`config.mk`:
```
export PLATFORM = sky130hd
export DESIGN_NAME = top_k_stream_sorter
export DESIGN_NICKNAME = d
export VERILOG_FILES = /design/src/rtl/top_k_stream_sorter.sv
export SDC_FILE = /design/constraint.sdc
export NUM_CORES = 2
export LEC_CHECK = 0
export BUFFER_PORTS_ARGS = -buffer_cell sky130_fd_sc_hd__buf_2
export CORE_MARGIN = 4
export CORE_UTILIZATION = 40
export CTS_BUF_LIST = sky130_fd_sc_hd__clkbuf_16
export CTS_CLUSTER_SIZE = 12
export DETAILED_ROUTE_END_ITERATION = 10
export PLACE_DENSITY = 0.66
export SYNTH_ARGS = -nofsm -noshare
export SYNTH_HDL_FRONTEND = slang
export SYNTH_SLANG_ARGS = --single-unit
```
`constraint.sdc`:
```
create_clock -name clk -period 11.2 [get_ports clk]
set_input_delay 2.24 -clock clk [delete_from_list [all_inputs] [get_ports clk]]
set_output_delay 2.24 -clock clk [all_outputs]
set_load 0.02 [all_outputs]
```
`src/rtl/top_k_stream_sorter.sv`:
```
// -----------------------------------------------------------------------------
// top_k_stream_sorter
//
// Streaming top-K selector. Elements arrive one per cycle on an AXI-Stream
// slave port; a sorted register array keeps the best k_eff values seen so far
// in the current frame. When the frame's TLAST beat is accepted, the final
// array, including that element, is packed into a single-beat result word on
// the master port. The array is cleared on the same edge, so the next frame
// can start on the very next cycle.
//
// Parameters
//   K_MAX    number of sorter slots (1 .. OUT_W/DATA_W)
//   DATA_W   element width in bits (multiple of 8)
//   OUT_W    result word width (multiple of DATA_W)
//   SIGNED   1 = two's-complement compare, 0 = unsigned compare
//   KEEP_MIN 0 = keep largest values, 1 = keep smallest values
//
// Ports
//   clk, rst              clock; asynchronous active-low reset
//   cfg_k                 results wanted per frame, latched on the first beat
//   s_axis_*              element input stream (tvalid/tready/tdata/tlast)
//   m_axis_tvalid/tready  result handshake
//   m_axis_tdata          lane i holds rank i (rank 0 = best); unused lanes are 0
//   m_axis_tkeep          byte enables of the filled lanes
//   m_axis_tlast          constant 1; every result is a single-beat frame
//   m_axis_tuser          frame element count, saturating at 16'hFFFF
// -----------------------------------------------------------------------------
module top_k_stream_sorter #(
    parameter int K_MAX    = 16,
    parameter int DATA_W   = 32,
    parameter int OUT_W    = 512,
    parameter int SIGNED   = 0,
    parameter int KEEP_MIN = 0
) (
    input  logic                clk,
    input  logic                rst,
    input  logic [4:0]          cfg_k,
    input  logic                s_axis_tvalid,
    output logic                s_axis_tready,
    input  logic [DATA_W-1:0]   s_axis_tdata,
    input  logic                s_axis_tlast,
    output logic                m_axis_tvalid,
    input  logic                m_axis_tready,
    output logic [OUT_W-1:0]    m_axis_tdata,
    output logic [OUT_W/8-1:0]  m_axis_tkeep,
    output logic                m_axis_tlast,
    output logic [15:0]         m_axis_tuser
);

    localparam int LANES  = OUT_W / DATA_W;
    localparam int LANE_B = DATA_W / 8;
    localparam int KW     = $clog2(K_MAX + 1);
    localparam int CNT_W  = 17;

    generate
        if (K_MAX < 1 || K_MAX * DATA_W > OUT_W || (DATA_W % 8) != 0 || (OUT_W % DATA_W) != 0) begin : g_bad_cfg
            $error("top_k_stream_sorter: illegal K_MAX/DATA_W/OUT_W combination");
        end
    endgenerate

    typedef enum logic {
        ST_IDLE  = 1'b0,
        ST_ACCUM = 1'b1
    } state_t;

    // -------------------------------------------------------------------------
    // State
    // -------------------------------------------------------------------------
    state_t              state_q, state_d;
    logic [DATA_W-1:0]   slot_val_q [K_MAX];
    logic [DATA_W-1:0]   slot_val_d [K_MAX];
    logic [K_MAX-1:0]    slot_vld_q, slot_vld_d;
    logic [KW-1:0]       k_eff_q, k_eff_d;
    logic [CNT_W-1:0]    cnt_q, cnt_d;
    logic                out_vld_q, out_vld_d;
    logic [OUT_W-1:0]    out_data_q, out_data_d;
    logic [OUT_W/8-1:0]  out_keep_q, out_keep_d;
    logic [15:0]         out_user_q, out_user_d;
    logic                rdy_en_q, rdy_en_d;

    // -------------------------------------------------------------------------
    // Combinational helpers
    // -------------------------------------------------------------------------
    logic                in_fire;
    logic                out_fire;
    logic [KW-1:0]       k_cfg;
    logic [KW-1:0]       k_use;
    logic [K_MAX-1:0]    ge;
    logic [KW-1:0]       ins_pos;
    logic                do_ins;
    logic [DATA_W-1:0]   ins_val [K_MAX];
    logic [K_MAX-1:0]    ins_vld;
    logic [DATA_W-1:0]   fin_val [K_MAX];
    logic [K_MAX-1:0]    fin_vld;
    logic [CNT_W-1:0]    cnt_inc;
    logic [OUT_W-1:0]    pack_data;
    logic [OUT_W/8-1:0]  pack_keep;

    // a is better than or equal to b under the configured ordering.
    function automatic logic better_eq(input logic [DATA_W-1:0] a, input logic [DATA_W-1:0] b);
        logic a_lt_b;
        logic b_lt_a;
        if (SIGNED != 0) begin
            a_lt_b = $signed(a) < $signed(b);
            b_lt_a = $signed(b) < $signed(a);
        end else begin
            a_lt_b = a < b;
            b_lt_a = b < a;
        end
        return (KEEP_MIN != 0) ? !b_lt_a : !a_lt_b;
    endfunction

    // rdy_en_q holds the input closed until the first clock after reset release.
    assign s_axis_tready = rdy_en_q & (!out_vld_q | m_axis_tready);
    assign in_fire       = s_axis_tvalid & s_axis_tready;
    assign out_fire      = out_vld_q & m_axis_tready;

    always_comb begin
        if (cfg_k == 5'd0) begin
            k_cfg = KW'(1);
        end else if (int'(cfg_k) > K_MAX) begin
            k_cfg = KW'(K_MAX);
        end else begin
            k_cfg = KW'(cfg_k);
        end
    end

    // The first beat of a frame uses the live cfg_k; later beats use the latched copy.
    assign k_use = (state_q == ST_IDLE) ? k_cfg : k_eff_q;

    // Valid slots form a sorted prefix, so the better-or-equal hits are a
    // prefix too and their population count is the insert position. Counting
    // equal slots as "ahead" places a tie after the earlier arrival.
    always_comb begin
        ins_pos = '0;
        for (int i = 0; i < K_MAX; i++) begin
            ins_pos = ins_pos + KW'(ge[i]);
        end
    end

    assign do_ins  = in_fire & (ins_pos < k_use);
    assign cnt_inc = (&cnt_q) ? cnt_q : cnt_q + CNT_W'(1);

    genvar gi;
    generate
        for (gi = 0; gi < K_MAX; gi++) begin : g_slot
            assign ge[gi] = slot_vld_q[gi] & better_eq(slot_val_q[gi], s_axis_tdata);

            if (gi == 0) begin : g_head
                assign ins_val[gi] = (ins_pos == '0) ? s_axis_tdata : slot_val_q[gi];
                assign ins_vld[gi] = (ins_pos == '0) ? 1'b1 : slot_vld_q[gi];
            end else begin : g_body
                // Above the insert point slots keep their value; below it they
                // take their upper neighbour, pushing the worst one off the end.
                assign ins_val[gi] = (KW'(gi) < ins_pos)  ? slot_val_q[gi]   :
                                     (KW'(gi) == ins_pos) ? s_axis_tdata     :
                                                            slot_val_q[gi-1];
                // Slots at or beyond k_eff are never kept valid, so the valid
                // count is always min(k_eff, elements seen).
                assign ins_vld[gi] = (KW'(gi) < k_use) &
                                     ((KW'(gi) < ins_pos)  ? slot_vld_q[gi]   :
                                      (KW'(gi) == ins_pos) ? 1'b1             :
                                                             slot_vld_q[gi-1]);
            end

            assign fin_val[gi] = do_ins ? ins_val[gi] : slot_val_q[gi];
            assign fin_vld[gi] = do_ins ? ins_vld[gi] : slot_vld_q[gi];
        end

        // Output lanes come straight from the post-insert array so the TLAST
        // element is included in the result captured on the same edge.
        for (gi = 0; gi < LANES; gi++) begin : g_lane
            if (gi < K_MAX) begin : g_used
                assign pack_data[gi*DATA_W +: DATA_W] = fin_vld[gi] ? fin_val[gi] : '0;
                assign pack_keep[gi*LANE_B +: LANE_B] = {LANE_B{fin_vld[gi]}};
            end else begin : g_unused
                assign pack_data[gi*DATA_W +: DATA_W] = '0;
                assign pack_keep[gi*LANE_B +: LANE_B] = '0;
            end
        end
    endgenerate

    // -------------------------------------------------------------------------
    // Next-state logic
    // -------------------------------------------------------------------------
    always_comb begin
        state_d    = state_q;
        slot_val_d = slot_val_q;
        slot_vld_d = slot_vld_q;
        k_eff_d    = k_eff_q;
        cnt_d      = cnt_q;
        out_vld_d  = out_vld_q;
        out_data_d = out_data_q;
        out_keep_d = out_keep_q;
        out_user_d = out_user_q;
        rdy_en_d   = 1'b1;

        if (out_fire) begin
            out_vld_d = 1'b0;
        end

        if (in_fire) begin
            if (state_q == ST_IDLE) begin
                k_eff_d = k_cfg;
            end
            if (s_axis_tlast) begin
                // Frame close wins over a same-cycle transfer: the output
                // register reloads and tvalid stays high.
                out_vld_d  = 1'b1;
                out_data_d = pack_data;
                out_keep_d = pack_keep;
                out_user_d = cnt_inc[CNT_W-1] ? 16'hFFFF : cnt_inc[15:0];
                slot_vld_d = '0;
                cnt_d      = '0;
                state_d    = ST_IDLE;
            end else begin
                slot_val_d = fin_val;
                slot_vld_d = fin_vld;
                cnt_d      = cnt_inc;
                state_d    = ST_ACCUM;
            end
        end
    end

    // -------------------------------------------------------------------------
    // Registers
    // -------------------------------------------------------------------------
    always_ff @(posedge clk or negedge rst) begin
        if (!rst) begin
            state_q <= ST_IDLE;
            for (int i = 0; i < K_MAX; i++) begin
                slot_val_q[i] <= '0;
            end
            slot_vld_q <= '0;
            k_eff_q    <= '0;
            cnt_q      <= '0;
            out_vld_q  <= 1'b0;
            out_data_q <= '0;
            out_keep_q <= '0;
            out_user_q <= '0;
            rdy_en_q   <= 1'b0;
        end else begin
            state_q    <= state_d;
            slot_val_q <= slot_val_d;
            slot_vld_q <= slot_vld_d;
            k_eff_q    <= k_eff_d;
            cnt_q      <= cnt_d;
            out_vld_q  <= out_vld_d;
            out_data_q <= out_data_d;
            out_keep_q <= out_keep_d;
            out_user_q <= out_user_d;
            rdy_en_q   <= rdy_en_d;
        end
    end

    assign m_axis_tvalid = out_vld_q;
    assign m_axis_tdata  = out_data_q;
    assign m_axis_tkeep  = out_keep_q;
    assign m_axis_tuser  = out_user_q;
    assign m_axis_tlast  = 1'b1;

endmodule

```
==> flow_summary.json <==
{
  "worstPathArrival_ns": 11.15,
  "yosysTopAreaCell": "dfrtp_1",
  "clock_sinks": 1097,
  "cts_tree": "built",
  "dp_hpwl_um": 186000,
  "root_buffer": "clkbuf_16",
  "drt_iter0_drc": 5978,
  "clk_latency_ns": 0.76,
  "ys_ff_latch": 1097,
  "io_pins": 637,
  "slew_headroom_pct": 13.7,
  "fmax_mhz": 95.3,
  "initial_utilization_pct": 40.3,
  "mostFrequentLayoutCells": "dfrtp_1, nand2_1, nor2_1, buf_2, o21ai_0",
  "critPathKind": "input port to flip-flop",
  "dieArea_um2": 164000,
  "p_leak_uw": 0.0345,
  "postCtsHoldBufs": 0,
  "hold_path_startpoint": "m_axis_tdata[195]",
  "grt_pass1_vias": 54300,
  "clk_pin_slew_ns": 0.06,
  "tns_ns": 0,
  "worst_pin_slew_ns": 1.29,
  "cts_inserted_buffers": 121,
  "rsz0062_at_grt": "false",
  "synth-async-reset-ratio_pct": 100,
  "post_cts_resized": 0,
  "syn_inst": 6610,
  "rr_startpoint": "slot_val_q[153]",
  "cp-start-kind": "input port",
  "area_delta_synth_final_pct": 15.2,
  "grt_start_max_net_pins": 194,
  "post_cts_buffers": 0,
  "die_y_um": 405,
  "chipWidth_um": 405,
  "whs_endpoint": "m_axis_tdata[195]",
  "final_common_cell": "dfrtp_1",
  "wl_um": 253000,
  "routed-via-count": 56000,
  "slew_violations": 0,
  "status": "finished clean",
  "dominantRegCellSynth": "dfrtp_1",
  "p_total_uw": 21600,
  "r2r_slack_ns": 2.39,
  "hold_class": "flip-flop to flip-flop",
  "drt_pre_antenna_iters": 7,
  "grt_pass1_wl_um": 370000,
  "holdPathStages": 2,
  "clockBufferDepth": 3,
  "ys_top_cells_by_area": "dfrtp_1, ha_1, nand2_1, mux2i_1, nor2_1",
  "ant_nets": 0,
  "fin_crit_sh_pct": 93.7,
  "syn_area_um2": 62900,
  "peakVddDrop_v": 0.000232,
  "wl_per_cell_um": 27.4,
  "reg2reg_depth": 28,
  "vias_per_cell": 6.07,
  "path_max_fanout": 32,
  "io_buffers": 635,
  "cp_data_required_time_ns": 11.86,
  "drc_errors": 0,
  "synth_edf_count": 0,
  "hold_violations": 0,
  "yosysUniqueCellTypes": 104,
  "ys_seq_area_share_pct": 43.6,
  "gp_congestion": 0.956,
  "r2r_end": "m_axis_tdata[133]",
  "overflow": 0,
  "drive_above_1_share_pct": 17.7,
  "yosys.area.top_type_share_pct": 43.6,
  "grt_use_total_pct": 30.0,
  "finalSetupViolCount": 0,
  "fin_skew_ns": 0.0365,
  "endpoint_kind": "flip-flop",
  "htreeDepth": 3,
  "rows": 145,
  "synth-warning-count": 0,
  "syn_avg_cell_area_um2": 9.51,
  "final_nets": 7617,
  "antenna_found_initial": 40,
  "p_per_area_nw_per_um2": 298,
  "maxCapViolCount": 0,
  "core_area_um2": 156000,
  "finalCriticalPeriod_ns": 10.49
}
==> cells in the mapped netlist, drive strengths merged (52+ instances only) <==
cell type,instances
a21o,159
a21oi,485
a221o,130
a31oi,57
and2,105
buf,186
clkbuf,354
dfrtp,1097
ha,505
inv,66
mux2,70
mux2i,271
nand2,764
nand3,161
nand4,79
nor2,716
o211ai,70
o21ai,534
o31ai,247
o41ai,52
==> per-stage QoR <==
step | cells | utilization (%) | hold slack [ns] | area (µm²) | setup WS (ns)
after floorplan | 6611 | - | 0.441 | 62900 | 1.32
after global placement | 8995 | 44.0 | 0.454 | 68700 | 0.140
after detailed placement | 8995 | 44.0 | 0.457 | 68700 | 0.122
after CTS | 9216 | 46.3 | 0.471 | 72400 | 0.846
after global routing | 9217 | 46.4 | 0.489 | 72400 | 0.349
final | 9234 | 46.4 | 0.471 | 72400 | 0.707
==> metal layers <==
metal / part of all wire (%) / GRT usage [%] / wire length, µm
met5: 0.056 / 0 / 143
met4: 6.2 / 16.6 / 15800
met3: 9.1 / 7.84 / 23100
met2: 45 / 46.4 / 113000
met1: 40 / 38.4 / 101000
==> logic make-up (layout without fill, tap and decap cells) <==
logic type	after synthesis	after routing	share of synthesized area (%)
xor+xnor	13	13	0.193
compound gates	2052	2052	22.3
other cells	1	20	0.00596
mux	341	341	5.57
simple gates	1983	1983	13.6
buf+inv	608	1155	4.26
flops	1097	1097	43.6
fa+ha+maj	515	515	10.4
==> worst max path at each step <==
| stage | from | end | slack [ns] | cells after the start |
|---|---|---|---|---|
| 4_1_cts | s_axis_tdata[3] | m_axis_tdata[133] | 0.85 | 26 |
| 3_3_place_gp | s_axis_tdata[3] | slot_val_q[454] | 0.14 | 24 |
| 2_1_floorplan | s_axis_tdata[9] | m_axis_tdata[388] | 1.32 | 29 |
| 6_report | s_axis_tdata[3] | m_axis_tdata[133] | 0.71 | 26 |
| 3_5_place_dp | s_axis_tdata[3] | m_axis_tdata[151] | 0.12 | 26 |
| 5_1_grt | s_axis_tdata[3] | m_axis_tdata[130] | 0.35 | 26 |
==> power by group <==
| group | leakage [µW] | internal (µW) | switching, µW | total (µW) |
|---|---|---|---|---|
| Clock | 0.00194 | 2140 | 1730 | 3880 |
| Sequential | 0.0143 | 5350 | 1820 | 7170 |
| Combinational | 0.0183 | 3720 | 6790 | 10500 |
==> registers in the layout (all words and copies together), names as in the netlist <==
register       cells
m_axis_tvalid      1
rdy_en_q           1
m_axis_tuser      16
k_eff_q            5
state_q            1
slot_val_q       512
cnt_q             17
slot_vld_q        16
m_axis_tdata     512
m_axis_tkeep      16
==> critical path, cell delays in order <==
cell	delay, ns
buf_2	0.12
inv_1	0.78
ha_1	0.27
a21o_1	0.11
a21oi_1	0.07
o21ai_0	0.88
a41oi_1	0.36
fa_1	0.63
fa_1	0.56
fa_1	0.59
inv_1	0.08
fa_1	0.48
ha_1	0.30
fa_1	0.47
and2_1	0.19
o21a_1	0.26
ha_1	0.37
nor3b_1	0.39
a311oi_4	0.18
buf_4	0.21
o211ai_4	0.09
buf_4	0.35
nor2_1	0.17
nor3_4	0.27
buf_4	0.45
a221o_1	0.24
==> layout make-up <==
cell class / count / area [µm²]
antenna: 18 / 45.0
clock buffer: 122 / 3050
clock inverter: 99 / 669
fill: 14800 / 83800
inverter: 68 / 255
multi-input combinational: 4906 / 33100
sequential: 1097 / 27500
tap: 2058 / 2570
timing repair buffer: 866 / 5340
No activity file was read; power rests on OpenSTA's default activity.
